<file path="config.mk">
export PLATFORM = sky130hd
export DESIGN_NAME = imem_loader_flat
export DESIGN_NICKNAME = d
export VERILOG_FILES = /design/src/rtl/imem_loader_if.sv /design/src/rtl/imem_loader.sv /design/src/flat_wrapper.sv
export SDC_FILE = /design/constraint.sdc
export NUM_CORES = 1
export LEC_CHECK = 0
export BUFFER_PORTS_ARGS = -buffer_cell sky130_fd_sc_hd__buf_2
export CAP_MARGIN = 25
export CORE_UTILIZATION = 45
export DETAILED_ROUTE_END_ITERATION = 8
export GPL_TIMING_DRIVEN = 0
export PLACE_DENSITY_LB_ADDON = 0.15
export SYNTH_ARGS = -nofsm -noshare
export SYNTH_HDL_FRONTEND = slang
export SYNTH_SLANG_ARGS = --single-unit
</file>
<file path="constraint.sdc">
create_clock -name clk -period 3.2 [get_ports clk]
set_input_delay 0.64 -clock clk [delete_from_list [all_inputs] [get_ports clk]]
set_output_delay 0.64 -clock clk [all_outputs]
set_load 0.01 [all_outputs]
</file>
<file path="src/rtl/imem_loader_if.sv">
// Bundle between the boot-loader control/byte stream and the instruction-memory write port.
interface imem_loader_if #(
    parameter int ADDR_W = 10
);
    logic              load_start;
    logic [ADDR_W:0]   load_len;
    logic              in_valid;
    logic [7:0]        in_data;
    logic              in_ready;
    logic              imem_we;
    logic [ADDR_W-1:0] imem_addr;
    logic [31:0]       imem_wdata;
    logic              cpu_rst_n;
    logic              busy;
    logic              done;

    modport master (
        output load_start, load_len, in_valid, in_data,
        input  in_ready, imem_we, imem_addr, imem_wdata, cpu_rst_n, busy, done
    );

    modport slave (
        input  load_start, load_len, in_valid, in_data,
        output in_ready, imem_we, imem_addr, imem_wdata, cpu_rst_n, busy, done
    );
endinterface

</file>
<file path="src/rtl/imem_loader.sv">
// Assembles a little-endian byte stream into 32-bit words and writes them to instruction
// memory, holding the CPU in reset until the requested number of words has been written.
module imem_loader #(
    parameter int ADDR_W = 10
) (
    input  logic         clk,
    input  logic         rst,
    imem_loader_if.slave bus
);

    typedef enum logic [1:0] {S_IDLE, S_LOAD, S_WRITE, S_DONE} state_t;

    localparam logic [ADDR_W:0] DEPTH = {1'b1, {ADDR_W{1'b0}}};

    state_t            r_state;
    state_t            w_state_nxt;
    logic [ADDR_W:0]   r_len;
    logic [ADDR_W:0]   r_idx;
    logic [1:0]        r_bcnt;
    logic [23:0]       r_buf;
    logic [31:0]       r_wdata;
    logic [ADDR_W-1:0] r_addr;
    logic [ADDR_W:0]   w_len_eff;
    logic [ADDR_W:0]   w_idx_inc;
    logic              w_accept;
    logic              w_enter_load;

    assign w_len_eff    = (bus.load_len > DEPTH) ? DEPTH : bus.load_len;
    assign w_idx_inc    = r_idx + 1'b1;
    assign w_accept     = (r_state == S_LOAD) && bus.in_valid;
    assign w_enter_load = ((r_state == S_IDLE) || (r_state == S_DONE)) && bus.load_start
                          && (w_len_eff != '0);

    always_ff @(posedge clk or posedge rst) begin
        if (rst) begin
            r_state <= S_IDLE;
        end else begin
            r_state <= w_state_nxt;
        end
    end

    always_comb begin
        w_state_nxt = r_state;
        case (r_state)
            S_IDLE, S_DONE: begin
                if (bus.load_start) begin
                    w_state_nxt = (w_len_eff == '0) ? S_DONE : S_LOAD;
                end
            end
            S_LOAD: begin
                if (bus.in_valid && (r_bcnt == 2'd3)) begin
                    w_state_nxt = S_WRITE;
                end
            end
            S_WRITE: begin
                w_state_nxt = (w_idx_inc == r_len) ? S_DONE : S_LOAD;
            end
            default: w_state_nxt = S_IDLE;
        endcase
    end

    // Bytes 0..2 collect in r_buf; the visible word/address only change when byte 3 lands,
    // so imem_addr/imem_wdata are stable whenever imem_we is low.
    always_ff @(posedge clk or posedge rst) begin
        if (rst) begin
            r_len   <= '0;
            r_idx   <= '0;
            r_bcnt  <= '0;
            r_buf   <= '0;
            r_wdata <= '0;
            r_addr  <= '0;
        end else begin
            if (w_enter_load) begin
                r_idx  <= '0;
                r_bcnt <= '0;
                r_len  <= w_len_eff;
            end
            if (w_accept) begin
                r_bcnt <= r_bcnt + 2'd1;
                case (r_bcnt)
                    2'd0: r_buf[7:0]   <= bus.in_data;
                    2'd1: r_buf[15:8]  <= bus.in_data;
                    2'd2: r_buf[23:16] <= bus.in_data;
                    default: begin
                        r_wdata <= {bus.in_data, r_buf};
                        r_addr  <= r_idx[ADDR_W-1:0];
                    end
                endcase
            end
            if (r_state == S_WRITE) begin
                r_idx <= w_idx_inc;
            end
        end
    end

    assign bus.in_ready   = (r_state == S_LOAD);
    assign bus.imem_we    = (r_state == S_WRITE);
    assign bus.busy       = (r_state == S_LOAD) || (r_state == S_WRITE);
    assign bus.done       = (r_state == S_DONE);
    assign bus.cpu_rst_n  = (r_state == S_DONE);
    assign bus.imem_addr  = r_addr;
    assign bus.imem_wdata = r_wdata;

endmodule

</file>
<file path="src/flat_wrapper.sv">
// flat-port wrapper written by rule: the top's interface ports become plain ports
module imem_loader_flat 
#(
    parameter int ADDR_W = 10
)
  (clk, rst, bus_load_start, bus_load_len, bus_in_valid, bus_in_data, bus_in_ready, bus_imem_we, bus_imem_addr, bus_imem_wdata, bus_cpu_rst_n, bus_busy, bus_done);
  imem_loader_if #(.ADDR_W(ADDR_W)) bus_i ();
  input  logic clk;
  input  logic rst;
  input wire logic [$bits(bus_i.load_start)-1:0] bus_load_start;
  input wire logic [$bits(bus_i.load_len)-1:0] bus_load_len;
  input wire logic [$bits(bus_i.in_valid)-1:0] bus_in_valid;
  input wire logic [$bits(bus_i.in_data)-1:0] bus_in_data;
  output wire logic [$bits(bus_i.in_ready)-1:0] bus_in_ready;
  output wire logic [$bits(bus_i.imem_we)-1:0] bus_imem_we;
  output wire logic [$bits(bus_i.imem_addr)-1:0] bus_imem_addr;
  output wire logic [$bits(bus_i.imem_wdata)-1:0] bus_imem_wdata;
  output wire logic [$bits(bus_i.cpu_rst_n)-1:0] bus_cpu_rst_n;
  output wire logic [$bits(bus_i.busy)-1:0] bus_busy;
  output wire logic [$bits(bus_i.done)-1:0] bus_done;
  assign bus_i.load_start = bus_load_start;
  assign bus_i.load_len = bus_load_len;
  assign bus_i.in_valid = bus_in_valid;
  assign bus_i.in_data = bus_in_data;
  assign bus_in_ready = bus_i.in_ready;
  assign bus_imem_we = bus_i.imem_we;
  assign bus_imem_addr = bus_i.imem_addr;
  assign bus_imem_wdata = bus_i.imem_wdata;
  assign bus_cpu_rst_n = bus_i.cpu_rst_n;
  assign bus_busy = bus_i.busy;
  assign bus_done = bus_i.done;
  imem_loader #(.ADDR_W(ADDR_W)) u_core (.clk(clk), .rst(rst), .bus(bus_i));
endmodule
</file>
==> results list <==
- Iteration-0 DRC Markers: 49
- The first global-routing pass estimated 13400 microns of wire.
- The number of nets handed over by synthesis was 373.
* Filler Cell Count: 757
- Detailed placement finished with a half-perimeter wire length of 5770 microns.
* Max Clock Skew: 0.00882 ns
- Unrepaired setup endpoints after global routing: false
- The critical path is of the reg2reg type.
* Overall global routing resource usage: 17.9%
- Antenna violations before repair: 0
- Most area-hungry cell type in the Yosys netlist: sky130_fd_sc_hd__dfrtp_1
* Worst-skew pair later-pin latency: 0.36 ns
- P_leak: 2.41 nW
- Count of flip-flops with a built-in enable after synthesis: 0
- In this run the power density over the cells is 801 nW/um^2.
- The worst-case IR drop observed on VDD is 335 uV.
- Startpoint of the most critical register-to-register path: u_core.r_idx[0]$_DFFE_PP0P_
- Entering global routing, the biggest net connects 75 pins.
* Met2 track utilization from global routing: 29.1%
- Syn Std Cell Area: 4110 sq um
- Root Buffer Master: sky130_fd_sc_hd__clkbuf_8
- The number of cells on the worst reg-to-reg path is 8.
- Of the available clock period, the critical path in the final layout requires 72.7%.
- Hold-fix buffer count after cts: 0
- The via count of the first global-routing pass was 2775.
- Most Used Layer, Global Route: met2
- Clock transition at the register clock pins on the worst setup and hold paths after CTS: 0.09 ns
- Prior to clock tree synthesis, the placed netlist has a worst setup slack of 0.703 ns.
* Placeable core region: 8760 sq um
- Maximum count of clock buffers along a single path: 2
- The number of gates resized after CTS was 0.
* Critical path's top delay family: simple AND/OR/NAND/NOR gates
- The clock drives 92 sinks.
- Die outline area: 9510 sq um
- In the global route stage, met3 resource usage came out at 5.32%.
- Among all flip-flop cells after synthesis, the most frequent one is sky130_fd_sc_hd__dfrtp_1.
- By count the netlist is led by sky130_fd_sc_hd__dfrtp_1 (92), sky130_fd_sc_hd__mux2_2 (67), sky130_fd_sc_hd__nand2_1 (34).
* Ant. Diodes: 0
- Wire length reported by the detailed router: 7960 microns
- Run status: completed
* Highest-delay cell along the critical path: sky130_fd_sc_hd__dfrtp_1
- Pre-antenna DRT Iters: 4
* DRC viols: 0
- Gr ovfl total: 0
* Proportion of netlist area held by the largest area contributor: 56.1%
- Cell occurring most often along the worst timing path: sky130_fd_sc_hd__and3_1
* Cell with the most instances after synthesis: sky130_fd_sc_hd__dfrtp_1
* Bufs and invs on worst path: 1
* Clock buffer count from CTS: 9
* Met1 Track Usage GR: 23.0%
* Worst-Margin Slew: 0.662 ns
- The endpoint identified for the worst register-to-register timing path is u_core.r_state[1]$_DFFE_PP0P_.
- Headroom to the max-slew limit came out at 55.9%.
* Min Tclk post-route: 2.33 ns
- Synthesis inferred 92 register bits.
- Count of buffers from port buffering: 69
* Nets: 454
- Count of buffers added by post-CTS timing repair for setup: 0
* Hold Crit Class: in2async
- Using the TritonRoute via totals, the vias-per-cell ratio works out to 5.26.
* Max frequency: 430 MHz
* Fraction of layout instances using a drive strength above 1: 37.2%
- Across all register-to-register paths, the minimum setup slack is 0.87 ns.
* Per-cell routed wire length: 14.9 microns
- The total count of hold-check failures in the final report was 0.
* Vertical die dimension: 97.5 microns
- The max-slew violation count came to 0.
- Worst-path fanout max: 8
- Boundary Pins: 70
- The initial utilization of the core area, before any placement, comes to 46.8%.
- Reported max-cap violation count: 0
- STA classifies the critical path endpoint as a flip-flop.
* Largest cells by area after synthesis: sky130_fd_sc_hd__dfrtp_1 (56%), sky130_fd_sc_hd__mux2_2 (18%), sky130_fd_sc_hd__o21ai_0 (3.2%)
- Data required time of the critical path: 3.46 ns
* Via count: 2814
* Data arrival, critical path: 2.59 ns
- Routability Congestion: 0.781
- Counting flops with an async set or reset pin after synthesis yields a share of 100%.
* Final count of negative-setup-slack endpoints: 0
* Cells traversed along the worst timing path: ha_1 > and3_1 > and3_1 > clkbuf_1 > nand3_1 > a211oi_1 > or4_1 > o31ai_2
* Critical path's largest stage delay: 0.47 ns
- Sequential fraction of the synthesis area: 56.1%
- X dimension of the die: 97.5 microns
* Ys Warns: 0
* TritonCTS clock tree: yes
- Counting every instance in the synthesized netlist gives 341.
- The floorplan has 34 rows.
- Yosys mapped the design onto 42 distinct sky130hd cell types.
* Number of levels in the clock H-tree: 3
- Hold timing on the final database bottoms out at a slack of 0.218 ns.
- The worst setup path is launched from a flip-flop.
* Final setup slack of the worst path: 0.873 ns
- Relative to the synthesized area, the layout overhead comes to 17.1%.
- Mean instance size in the synthesized netlist: 12.0 sq um
- DRT antenna net count: 0
## where the power goes
| part | internal [mW] | total [mW] | leakage [nW] | switching, mW |
|---|---|---|---|---|
| Clock | 0.319 | 0.744 | 0.0958 | 0.425 |
| Sequential | 1.56 | 1.81 | 1.21 | 0.252 |
| Combinational | 0.639 | 1.30 | 1.10 | 0.659 |
## cells in the final DEF, fill, tap and decap left out, drive strengths merged, types with 4 or more instances in the layout
cell    count
dfrtp      92
ha          9
nand2      34
xnor2       6
o21ai      26
buf        76
inv        10
mux2       67
nor2       13
nand3       8
xor2        4
clkbuf     20
a21oi       6
nand2b      9
nor2b       5
o31ai       4
## routing by layer
layer	vias up	wire length, microns	share of wire (%)
met4	0	113	1.4
met1	1406	3640	46
li1	1352	-	-
met5	-	0	0
met2	49	3940	49
met3	7	265	3.3
## sequential cells by signal, indices dropped and copies added (netlist names)
| register | flops |
|---|---|
| u_core.r_bcnt | 2 |
| u_core.r_buf | 24 |
| u_core.bus.imem_addr | 10 |
| u_core.r_len | 11 |
| u_core.bus.imem_wdata | 32 |
| u_core.r_state | 2 |
| u_core.r_idx | 11 |
## stage by stage
stage | utilization [%] | TNS (ns) | cells | area [sq um] | power (mW)
4_1_cts | 54.9 | 0 | 535 | 4810 | 3.90
2_1_floorplan | - | 0 | 341 | 4110 | 2.70
3_3_place_gp | 52.3 | -78.50 | 518 | 4590 | 3.09
5_1_grt | 54.9 | 0 | 535 | 4810 | 4.16
6_report | 54.9 | 0 | 535 | 4810 | 3.85
3_5_place_dp | 52.7 | 0 | 519 | 4620 | 3.15
## worst reg2reg max path, cell delays in order (launching register included)
cell and delay, ns:
sky130_fd_sc_hd__dfrtp_1 0.47, sky130_fd_sc_hd__ha_1 0.32, sky130_fd_sc_hd__and3_1 0.22, sky130_fd_sc_hd__and3_1 0.18, sky130_fd_sc_hd__clkbuf_1 0.15, sky130_fd_sc_hd__nand3_1 0.18, sky130_fd_sc_hd__a211oi_1 0.07, sky130_fd_sc_hd__or4_1 0.43
sky130_fd_sc_hd__o31ai_2 0.23
## how the worst max path moves through the flow
stage | startpoint | slack [ns] | cells past startpoint | endpoint
finish | u_core.r_idx[0]$_DFFE_PP0P_ | 0.87 | 8 | u_core.r_state[1]$_DFFE_PP0P_
global route | u_core.r_state[1]$_DFFE_PP0P_ | 0.73 | 7 | u_core.bus.imem_wdata[13]$_DFFE_PP0P_
CTS | u_core.r_state[1]$_DFFE_PP0P_ | 0.88 | 7 | u_core.bus.imem_wdata[21]$_DFFE_PP0P_
detailed placement | bus_load_len[4] | 0.70 | 8 | u_core.r_len[0]$_DFFE_PP0P_
global placement | rst | -0.86 | 2 | u_core.bus.imem_wdata[8]$_DFFE_PP0P_
floorplan | rst | 0.17 | 1 | u_core.bus.imem_addr[0]$_DFFE_PP0P_
## cells by family after synthesis
logic type / synth area share, %
flip-flops: 56.1
adder cells (fa/ha/maj): 2.74
XOR/XNOR: 2.13
AO/OA/AOI/OAI: 7.35
buffers and inverters: 2.19
multiplexers: 19.1
AND/OR/NAND/NOR: 10.4
## layout make-up
class	instances	area [sq um]	area share, %
multi-input combinational	226	1710	35.6
timing repair buffer	70	373	7.76
inverter	7	28.8	0.599
clock inverter	6	53.8	1.12
buffer	16	63.8	1.33
tap	108	135	2.81
clock buffer	10	138	2.86
sequential	92	2300	47.9
(Power assumes the default switching activity.)
